==> config.mk <==
export PLATFORM = sky130hd
export DESIGN_NAME = demux_stream
export DESIGN_NICKNAME = d
export VERILOG_FILES = /design/src/rtl/demux_pkg.sv /design/src/rtl/demux_stream_onehot_dec.sv /design/src/rtl/demux_stream.sv
export SDC_FILE = /design/constraint.sdc
export NUM_CORES = 1
export LEC_CHECK = 0
export CORE_MARGIN = 2
export CORE_UTILIZATION = 44
export CTS_CLUSTER_DIAMETER = 100
export CTS_CLUSTER_SIZE = 10
export DETAILED_ROUTE_END_ITERATION = 8
export GPL_ROUTABILITY_DRIVEN = 0
export PLACE_DENSITY = 0.87
export SETUP_SLACK_MARGIN = 0.3
export SYNTH_ARGS = -nofsm -noshare
export SYNTH_HDL_FRONTEND = slang
export SYNTH_SLANG_ARGS = --single-unit
==> constraint.sdc <==
create_clock -name clk -period 4.3 [get_ports clk]
set_input_delay 0.645 -clock clk [delete_from_list [all_inputs] [get_ports clk]]
set_output_delay 0.645 -clock clk [all_outputs]
set_load 0.02 [all_outputs]
==> src/rtl/demux_pkg.sv <==
// Shared types and helpers for the demux_stream stream router.
package demux_pkg;

    typedef enum logic {
        ST_EMPTY = 1'b0,
        ST_FULL  = 1'b1
    } state_e;

    localparam logic MODE_ADDR  = 1'b0;
    localparam logic MODE_SWEEP = 1'b1;

    // Select width never collapses to zero bits, even for two channels.
    function automatic int clog2_min1(input int n);
        return (n <= 2) ? 1 : $clog2(n);
    endfunction

endpackage

==> src/rtl/demux_stream_onehot_dec.sv <==
// Combinational index -> one-hot decoder with an in-range flag; NUM_CH need not be a power of two.
module onehot_dec
    import demux_pkg::*;
#(
    parameter int NUM_CH = 32,
    parameter int SEL_W  = clog2_min1(NUM_CH)
) (
    input  logic [SEL_W-1:0]  idx,
    output logic [NUM_CH-1:0] onehot,
    output logic              valid_idx
);

    localparam logic [SEL_W:0] NUM_CH_W = NUM_CH[SEL_W:0];

    always_comb begin
        valid_idx = ({1'b0, idx} < NUM_CH_W);
        onehot    = '0;
        for (int i = 0; i < NUM_CH; i++) begin
            onehot[i] = valid_idx && (idx == i[SEL_W-1:0]);
        end
    end

endmodule

==> src/rtl/demux_stream.sv <==
// Registered valid/ready demux: routes each beat to one of NUM_CH channels (addressed or sweep).
// Build option DEMUX_ACTIVE_LOW_EN makes out_onehot active-low (all-ones when empty).
module demux_stream
    import demux_pkg::*;
#(
    parameter  int NUM_CH = 32,
    parameter  int DATA_W = 8,
    localparam int SEL_W  = clog2_min1(NUM_CH)
) (
    input  logic              clk,
    input  logic              rst,
    input  logic              en,
    input  logic              mode,
    input  logic              in_valid,
    output logic              in_ready,
    input  logic [SEL_W-1:0]  in_sel,
    input  logic [DATA_W-1:0] in_data,
    output logic [NUM_CH-1:0] out_valid,
    input  logic [NUM_CH-1:0] out_ready,
    output logic [DATA_W-1:0] out_data,
    output logic [NUM_CH-1:0] out_onehot,
    output logic              err,
    output logic [SEL_W-1:0]  ptr
);

    localparam logic [SEL_W-1:0] PTR_LAST = SEL_W'(NUM_CH - 1);

    state_e              state_q, state_d;
    logic [DATA_W-1:0]   data_q, data_d;
    logic [NUM_CH-1:0]   vld_q, vld_d;
    logic [SEL_W-1:0]    ptr_q, ptr_d;
    logic                err_q, err_d;

    logic [SEL_W-1:0]    tgt;
    logic [NUM_CH-1:0]   tgt_onehot;
    logic                tgt_ok;
    logic                held_ready;
    logic                accept;
    logic                drain;

    assign tgt = (mode == MODE_SWEEP) ? ptr_q : in_sel;

    onehot_dec #(
        .NUM_CH (NUM_CH),
        .SEL_W  (SEL_W)
    ) u_dec (
        .idx       (tgt),
        .onehot    (tgt_onehot),
        .valid_idx (tgt_ok)
    );

    // vld_q is zero when empty, so masking out_ready with it selects the held channel's ready.
    assign held_ready = |(out_ready & vld_q);
    assign in_ready   = en && ((state_q == ST_EMPTY) || held_ready);
    assign accept     = in_valid && in_ready;
    assign drain      = (state_q == ST_FULL) && held_ready;

    always_comb begin
        state_d = state_q;
        data_d  = data_q;
        vld_d   = vld_q;
        ptr_d   = ptr_q;
        err_d   = 1'b0;

        if (accept && (mode == MODE_SWEEP)) begin
            ptr_d = (ptr_q == PTR_LAST) ? '0 : ptr_q + 1'b1;
        end
        if (accept && !tgt_ok) begin
            err_d = 1'b1;
        end

        case (state_q)
            ST_EMPTY: begin
                if (accept && tgt_ok) begin
                    state_d = ST_FULL;
                    data_d  = in_data;
                    vld_d   = tgt_onehot;
                end
            end
            ST_FULL: begin
                // In FULL an accept implies the held beat drains in the same cycle.
                if (accept && tgt_ok) begin
                    data_d = in_data;
                    vld_d  = tgt_onehot;
                end else if (drain) begin
                    state_d = ST_EMPTY;
                    vld_d   = '0;
                end
            end
            default: begin
                state_d = ST_EMPTY;
                vld_d   = '0;
            end
        endcase
    end

    always_ff @(posedge clk or posedge rst) begin
        if (rst) begin
            state_q <= ST_EMPTY;
            data_q  <= '0;
            vld_q   <= '0;
            ptr_q   <= '0;
            err_q   <= 1'b0;
        end else begin
            state_q <= state_d;
            data_q  <= data_d;
            vld_q   <= vld_d;
            ptr_q   <= ptr_d;
            err_q   <= err_d;
        end
    end

    assign out_valid = vld_q;
    assign out_data  = data_q;
    assign err       = err_q;
    assign ptr       = ptr_q;

`ifdef DEMUX_ACTIVE_LOW_EN
    assign out_onehot = ~vld_q;
`else
    assign out_onehot = vld_q;
`endif

endmodule

==> impl_metrics.tcl, run 1 <==
set metrics [dict create \
    ctsResizeCount 0 \
    hold_viol 0 \
    final_cell_count_no_fill 415 \
    place_ws_ps 805 \
    drtAntennaViolNets 0 \
    synth_warnings 0 \
    p_int_mw 1.11 \
    cp_top_family "simple AND/OR/NAND/NOR gates" \
    p_per_area_mw_per_mm2 524 \
    syn_inst 244 \
    period_needed_ps 3510 \
    grt_overflow 0 \
    insertion_delay_ps 310 \
    grt_pass1_vias 2414 \
    root_buffer "clkbuf_8" \
    start_util_pct 46.3 \
    worst_setup_path_start_kind "input port" \
    synth_area_leaders "dfrtp_1 (44%), a32o_1 (12%), buf_4 (10%), nand2_1 (5.1%), mux2_2 (4.8%)" \
    cts-htree-levels 2 \
    remaining_drc_errors 0 \
    power_leakage_nw 1.51 \
    synth_top_family_by_area "compound AO/OA/AOI/OAI gates" \
    rsz0062_at_grt "no" \
    regArea_sq_mm 0.00115 \
    cpPeakStageDelay_ps 550 \
    p_seq_share_pct 31.0 \
    synth_edf_count 0 \
    die_y_um 80.8 \
    antenna_cells 0 \
    tightest_slew_ps 932 \
    post_cts_buffers 0 \
    avgRoutedWirePerCell_um 18.6 \
    p_clk_share_pct 13.5 \
    syn_area_sq_mm 0.00259 \
    layout-drive-gt1-share_pct 9.04 \
    cts_hold_buf 0 \
    grt.total_usage_pct 24.1 \
    cp_cell_sequence "clkdlybuf4s50_1 -> a22oi_1 -> nand4_1 -> nor4_4 -> nand2_1 -> and2_1 -> clkdlybuf4s50_1" \
    setup_ws_ps 792 \
    syn_to_final_growth_pct 45.9 \
    drv_cap 0 \
    crit_buf_inv 2 \
    ios 129 \
    syn_avg_cell_area_sq_um 10.6 \
    clkTransAtPathRegs_ps 80 \
    cp_common_cell "clkdlybuf4s50_1" \
    port_buffers 127 \
    cts.sinks 46 \
    p_comb_share_pct 55.6 \
    holdWs_ps 510 \
    rows 27 \
    fin_nets 394 \
    cts_buffer_depth 2 \
    synth_mux_area_share_pct 6.70 \
    setup_violations 0 \
    synth_compound_area_share_pct 20.2 \
    grt_max_degree 47 \
    critical_path.slowest_cell "nor4_4" \
    dr.pass1.iters 5 \
    drv_slew 0 \
    antenna_found_initial 0 \
    yosysTopAreaCellShare_pct 44.4 \
    synthArstFlopShare_pct 100 \
    vias 2493 \
    slew_headroom_pct 37.8 \
    first_iter_violations 146 \
    status "completed" \
    grt_pass1_wl_um 11900 \
    synth_xor_area_share_pct 0 \
    synth_most_common_cell "dfrtp_1" \
    netSwitchingFraction_pct 44.2 \
    path_class "in2out" \
    p_sw_uw 878 \
    min_path_type "reg2reg" \
    cts_buffers 5 \
    yosysTopAreaCell "dfrtp_1" \
    avgViaCountPerCell 6.01 \
    fill_cells 466 \
    arrival_ps 2860 \
    routed_wl_um 7720 \
    synth_ff_type "dfrtp_1" \
    synth.top_cells.by_count "dfrtp_1 (46), buf_4 (36), nand2_1 (35)" \
    synth_cell_types 32 \
    skew_ps 9.91 \
    post-place-cells 407 \
    crit_fanout 9 \
    core_sq_mm 0.00561 \
    cts_tree "built" \
    synth_fa_ha_area_share_pct 0.964 \
    cp-end-kind "output port" \
    yosys.area_share.simple_pct 15.8 \
    place_hpwl_um 5840 \
    die_area_sq_mm 0.00653 \
    final.period_utilization_pct 81.6 \
    die_x_um 80.8 \
    ys_seq_elements 46 \
    crit_required_ps 3650 \
    max_freq_mhz 285 \
    vdd_ir_drop_max_v 0.000336 \
    synth-seq-area-share_pct 44.4 \
    total_power_mw 1.99 \
    multiInputGateArea_sq_mm 0.00114 \
    syn_nets 296 \
    setup_tns_ps 0 \
]
## sequential cells by signal, indices dropped and copies added (netlist names)
signal and flops:
out_data 8, ptr 5, out_onehot 32, state_q 1
## logic make-up (layout without fill, tap and decap cells)
logic type,after synthesis,after routing
buffers and inverters,44,143
other,1,1
and+or+nand+nor,78,78
muxes,16,16
AOI/OAI and AO/OA,57,57
adders and majority gates,2,2
DFF,46,46
## cell usage in the layout, fill, tap and decap left out, types with 2 or more instances in the layout
| cell type | n |
|---|---|
| clkdlybuf4s50_1 | 127 |
| dfrtp_1 | 46 |
| nand2_1 | 35 |
| a32o_1 | 32 |
| nand4_1 | 12 |
| mux2_2 | 11 |
| nor3_1 | 7 |
| a22oi_1 | 6 |
| nor2_1 | 6 |
| o21ai_0 | 6 |
| buf_4 | 6 |
| nand3_1 | 5 |
| mux2i_1 | 5 |
| clkbuf_8 | 5 |
| and2_1 | 3 |
| a21boi_0 | 3 |
| a31oi_1 | 3 |
| a21o_1 | 3 |
| and4_1 | 2 |
| nor3b_1 | 2 |
| ha_1 | 2 |
## metal layers
metal  wire length, um  track usage (%)
met1              2990             30.4
met2              3850             40.9
met3               744             6.67
met4               131             6.95
met5                 0                0
## power groups by stage
stage | Sequential, mW | Clock, mW | Combinational (mW)
after floorplan | 0.706 | 0 | 0.643
after global placement | 0.616 | 0 | 1.07
after detailed placement | 0.621 | 0 | 1.09
after CTS | 0.613 | 0.267 | 1.10
after global routing | 0.627 | 0.285 | 1.19
final | 0.615 | 0.267 | 1.10
## cell type report
class / instances / share of cell area (%)
clock buffer: 6 / 1.92
inverter: 2 / 0.198
clock inverter: 2 / 0.363
timing repair buffer: 133 / 34.8
tap: 72 / 2.38
sequential: 46 / 30.4
multi-input combinational: 154 / 30.0
## stage by stage
| step | area (sq um) | utilization [%] |
|---|---|---|
| 2_1_floorplan | 2590 | - |
| 3_3_place_gp | 3700 | 66.0 |
| 3_5_place_dp | 3700 | 66.0 |
| 4_1_cts | 3790 | 67.5 |
| 5_1_grt | 3790 | 67.5 |
| 6_report | 3790 | 67.5 |
## path summary, 6_finish.rpt
check | startpoint | to | slack [ps] | depth (start not counted)
max in group asynchronous | rst | out_onehot[14]$_DFFE_PP0P_ | 2840 | 2
min in group asynchronous | rst | out_data[7]$_DFFE_PP0P_ | 880 | 2
setup reg to reg | out_onehot[11]$_DFFE_PP0P_ | out_data[2]$_DFFE_PP0P_ | 2060 | 5
hold reg to reg | out_data[7]$_DFFE_PP0P_ | out_data[7]$_DFFE_PP0P_ | 510 | 1
setup / recovery | out_ready[6] | in_ready | 790 | 7
hold / removal | out_data[7]$_DFFE_PP0P_ | out_data[7]$_DFFE_PP0P_ | 510 | 1
(Power assumes the default switching activity.)
==> run 2: changes to the inputs <==
- CORE_UTILIZATION: 44 -> 37
- PLACE_DENSITY: 0.87 -> 0.78
- clock period: 4.3 -> 2.9 ns (I/O delays scaled with it)
==> run 2 against run 1 <==
Die area rose by 18%. Cell count is 7.0% higher. Clock-buffer cell count unchanged. Design area up 3.6%. Via count is 0.36% lower. Non-clock buffer count grew 6. Sequential power is 48% higher. Critical path depth unchanged. Sequential share of layout area down 1.1 points. Combinational power increased by 58%. Global-route usage decreased by 2.8 points. Critical endpoint unchanged.
==> impl_metrics.tcl, run 2 (same netlist as run 1, synthesis figures left out) <==
set metrics [dict create \
    final.period_utilization_pct 84.6 \
    ios 129 \
    routed_wl_um 8250 \
    die_x_um 87.7 \
    r2r_slack_ps 640 \
    cts_buffers 5 \
    p_per_area_mw_per_mm2 800 \
    rows 30 \
    hp-start "out_data[3]$_DFFE_PP0P_" \
    cts.sinks 46 \
    p_sw_mw 1.33 \
    die_area_sq_mm 0.00770 \
    p_seq_share_pct 29.0 \
    grt_pass1_wl_um 12600 \
    grt_pass1_vias 2477 \
    final_area_sq_mm 0.00393 \
    grt.total_usage_pct 21.3 \
    hold_viol 0 \
    r2r_start "out_onehot[26]$_DFFE_PP0P_" \
    netSwitchingFraction_pct 42.2 \
    r2r_cells 5 \
    tightest_slew_ps 947 \
    p_int_mw 1.81 \
    syn_to_final_growth_pct 51.3 \
    vias 2484 \
    drv_cap 0 \
    cp-end-kind "output port" \
    cts-htree-levels 2 \
    skew_ps 6.98 \
    arrival_ps 2020 \
    avgRoutedWirePerCell_um 18.6 \
    multiInputGateArea_sq_mm 0.00116 \
    min_path_cells 1 \
    utilization_pct 57.8 \
    min_path_type "reg2reg" \
    p_comb_share_pct 55.3 \
    setup_tns_ps 0 \
    max_freq_mhz 407 \
    dr.pass1.iters 5 \
    p_clk_share_pct 15.7 \
    first_iter_violations 198 \
    cts_buffer_depth 2 \
    antenna_found_initial 0 \
    port_buffers 127 \
    insertion_delay_ps 300 \
    slew_headroom_pct 36.8 \
    layout-drive-gt1-share_pct 12.1 \
    period_needed_ps 2450 \
    grt_overflow 0 \
    core_sq_mm 0.00679 \
    crit_required_ps 2470 \
    rsz0062_at_grt "no" \
    place_hpwl_um 6100 \
    regArea_sq_mm 0.00115 \
    avgViaCountPerCell 5.59 \
    remaining_drc_errors 0 \
    setup_violations 0 \
    grt_max_degree 47 \
    layout_commonest_cell "clkdlybuf4s50_1" \
    cp_cell_sequence "clkdlybuf4s50_1 -> a22oi_2 -> nand3_2 -> nor4_4 -> nand2_1 -> and2_1 -> clkbuf_2" \
    cts_tree "built" \
    critical_path.slowest_cell "clkdlybuf4s50_1" \
    final_cell_mix "clkdlybuf4s50_1 (126), dfrtp_1 (46), nand2_1 (35)" \
    worst_setup_path_start_kind "input port" \
    crit_fanout 2 \
    vdd_ir_drop_max_v 0.000562 \
    drv_slew 0 \
    fill_cells 606 \
    hold_end "out_data[3]$_DFFE_PP0P_" \
    post_cts_buffers 0 \
    place_area_sq_mm 0.00379 \
    drtAntennaViolNets 0 \
    root_buffer "clkbuf_8" \
    largest_register_ffs 32 \
    start_util_pct 38.2 \
    cpPeakStageDelay_ps 450 \
    antenna_cells 0 \
    power_leakage_nw 1.57 \
    die_y_um 87.7 \
    fin_nets 400 \
    clkTransAtPathRegs_ps 80 \
    worst_r2r_endpoint "out_data[7]$_DFFE_PP0P_" \
    path_class "in2out" \
    status "completed" \
]
==> run 2: power by group through the flow <==
stage	Clock, mW	Combinational (mW)	Sequential [mW]
6_report	0.492	1.74	0.912
2_1_floorplan	0	0.954	1.05
3_3_place_gp	0	1.70	0.913
4_1_cts	0.497	1.73	0.912
5_1_grt	0.522	1.85	0.934
3_5_place_dp	0	1.73	0.922
==> run 2: worst max-delay path by stage <==
stage,start,to,slack [ps],cells past startpoint
after floorplan,out_onehot[19]$_DFFE_PP0P_,in_ready,600,6
after global placement,out_ready[9],in_ready,70,7
after detailed placement,out_ready[9],in_ready,0.2,7
after CTS,out_ready[13],in_ready,360,7
after global routing,out_ready[13],in_ready,410,7
final,out_ready[13],in_ready,450,7
==> run 2: area by class of cell <==
| type | instances | share of cell area (%) |
|---|---|---|
| multi-input cells | 154 | 29.7 |
| flip-flops and latches | 46 | 29.3 |
| clock inverters | 1 | 0.765 |
| inverters | 2 | 0.191 |
| clock buffers | 6 | 2.10 |
| repair buffers | 139 | 34.9 |
| well taps | 96 | 3.06 |
==> run 2: worst max-delay path: cells and delay by family <==
| family | cells | cell delay [ps] |
|---|---|---|
| buf+inv | 2 | 600 |
| simple gates | 4 | 760 |
| compound gates | 1 | 230 |
==> run 2: repair_timing <==
action,CTS,global route
cloned,0,0
hold buffers,0,0
setup endpoints to repair,1,1
pin swaps,2,2
resized for setup,3,5
==> run 2: per-layer routing <==
layer	track usage, %	part of all wire (%)	vias to the layer above
met4	10.9	3.1	0
met5	0	0	-
met3	4.05	9.1	22
met2	34.9	49	163
li1	-	-	1113
met1	26.8	39	1186
==> run 2: through the flow <==
step	hold WS (ps)	instances	power [mW]	setup WS [ps]
6_report	509	444	3.14	445
5_1_grt	519	444	3.31	407
4_1_cts	512	444	3.14	355
3_5_place_dp	493	437	2.65	0.201
3_3_place_gp	487	437	2.61	73.7
2_1_floorplan	585	244	2.00	603
==> run 3: changes to the inputs <==
- CORE_UTILIZATION: 37 -> 41
- PLACE_DENSITY: 0.78 -> 0.82
- clock period: 2.9 -> 2.5 ns (I/O delays scaled with it)
==> run 3 against run 2 <==
Power up 34%. Global-route usage increased by 2.5 points. Core utilization increased by 12 points. Largest power group unchanged. Critical endpoint is now out_onehot[29]$_DFFE_PP0P_. Design area up 7.3%. First-iteration DRC count rose by 5.6%. Cell count up 1.8%. Hold slack gained 4.1 ps. Sequential cell count stayed put. Sequential power up 16%. Die area shrank 9.3%.
==> impl_metrics.tcl, run 3 (same netlist as run 1, synthesis figures left out) <==
set metrics [dict create \
    status "completed" \
    holdWs_ps 513 \
    worst_r2r_endpoint "out_onehot[29]$_DFFE_PP0P_" \
    critical_path.slowest_cell "or4_4" \
    crit_required_ps 2750 \
    hold_end "out_data[2]$_DFFE_PP0P_" \
    dr.pass1.iters 5 \
    cts-htree-levels 2 \
    skew_ps 6.77 \
    die_area_sq_mm 0.00698 \
    slew_headroom_pct 28.4 \
    min_path_type "reg2reg" \
    cts_buffers 5 \
    first_iter_violations 209 \
    r2r_slack_ps 250 \
    final_cell_mix "clkdlybuf4s50_1 (118), dfrtp_1 (44), a32o_1 (32), buf_4 (32), nand2_1 (30)" \
    avgRoutedWirePerCell_um 19.8 \
    final.period_utilization_pct 89.9 \
    avgViaCountPerCell 5.99 \
    layout_commonest_cell "clkdlybuf4s50_1" \
    clkTransAtPathRegs_ps 90 \
    worst_setup_path_start_kind "flop" \
    crit_fanout 8 \
    power_leakage_nw 1.78 \
    fill_cells 435 \
    rows 28 \
    crit_buf_inv 4 \
    place_hpwl_um 6250 \
    path_class "reg2reg" \
    max_freq_mhz 445 \
    grt_pass1_vias 2680 \
    cp_common_cell "buf_6" \
    routed_wl_um 8930 \
    insertion_delay_ps 310 \
    cts.sinks 46 \
    cp_top_family "simple AND/OR/NAND/NOR gates" \
    drv_slew 0 \
    tightest_slew_ps 1070 \
    hold_viol 0 \
    core_sq_mm 0.00603 \
    start_util_pct 43.1 \
    largest_register_ffs 32 \
    die_y_um 83.6 \
    cp-end-kind "flop" \
    remaining_drc_errors 0 \
    r2r_start "out_onehot[4]$_DFFE_PP0P_" \
    period_needed_ps 2250 \
    cts_buffer_depth 2 \
    drtAntennaViolNets 0 \
    p_per_area_mw_per_mm2 998 \
    grt.total_usage_pct 23.8 \
    rsz0062_at_grt "yes" \
    arrival_ps 2490 \
    path_depth 9 \
    total_power_mw 4.20 \
    min_path_cells 1 \
    antenna_cells 0 \
    syn_to_final_growth_pct 62.3 \
    cpPeakStageDelay_ps 580 \
    grt_max_degree 47 \
    fin_nets 428 \
    cts_hold_buf 0 \
    ios 129 \
    r2r_cells 9 \
    vias 2709 \
    port_buffers 127 \
    setup_violations 0 \
    antenna_found_initial 0 \
    cts_tree "built" \
    grt_overflow 0 \
    die_x_um 83.6 \
    cp_cell_sequence "nand2_2 -> buf_4 -> nand4_1 -> or4_4 -> buf_6 -> o32ai_4 -> buf_6 -> clkbuf_16 -> a32o_1" \
    layout-drive-gt1-share_pct 20.2 \
    hp-start "out_data[2]$_DFFE_PP0P_" \
    grt_pass1_wl_um 13400 \
    drv_cap 0 \
    vdd_ir_drop_max_v 0.000706 \
    root_buffer "clkbuf_8" \
]
==> run 3: metrics by stage <==
stage                     std cells  utilization, %  cell area (sq um)  worst slack, ps  setup TNS (ps)
final                           452            69.9               4210              253               0
after global placement          432            64.8               3900            -64.5           -2040
after global routing            452            69.9               4210              209               0
after CTS                       444            67.9               4090              256               0
after floorplan                 244               -               2600              369               0
after detailed placement        432            64.8               3900            -98.3           -2250
==> run 3: cell type report <==
cell class                 instances  area (sq um)  area share (%)
clock buffer                       5          68.8            1.63
clock inverter                     3          48.8            1.16
inverter                           2          7.51           0.178
multi-input combinational        154          1170            27.7
sequential                        46          1150            27.4
tap                               75          93.8            2.23
timing repair buffer             167          1670            39.7
==> run 3: worst max-delay path by stage <==
stage | slack, ps | start | end
after CTS | 260 | out_ready[9] | in_ready
after global routing | 210 | out_ready[19] | out_onehot[21]$_DFFE_PP0P_
final | 250 | out_onehot[4]$_DFFE_PP0P_ | out_onehot[29]$_DFFE_PP0P_
after detailed placement | -100 | out_ready[14] | in_ready
after global placement | -60 | out_ready[29] | in_ready
after floorplan | 370 | out_onehot[18]$_DFFE_PP0P_ | out_data[0]$_DFFE_PP0P_
==> run 3: worst reg2reg max path, stage by stage, from the launching register on <==
cell and delay, ps:
dfrtp_1 430, nand2_2 120, buf_4 110, nand4_1 70, or4_4 580, buf_6 150
o32ai_4 290, buf_6 170, clkbuf_16 150, a32o_1 130
==> run 3: layer usage <==
layer  track usage (%)  vias up  share of wire, %
met5                 0        -                 0
met4              8.06        0               3.4
met3              5.74       36               9.5
met1              28.2     1312                36
met2              42.4      193                51
li1                  -     1168                 -
==> run 3: report_power, final <==
group / switching, mW / internal (mW)
Clock: 0.279 / 0.305
Combinational: 1.28 / 1.28
Sequential: 0.165 / 0.898
==> run 3: what timing repair did <==
| action | in CTS | in global routing |
|---|---|---|
| pin swaps | 8 | 14 |
| setup endpoints to repair | 41 | 41 |
| resized for setup | 15 | 12 |
| setup buffers | 3 | 6 |
| cloned | 1 | 2 |
| endpoints found under the hold margin | 0 | 0 |
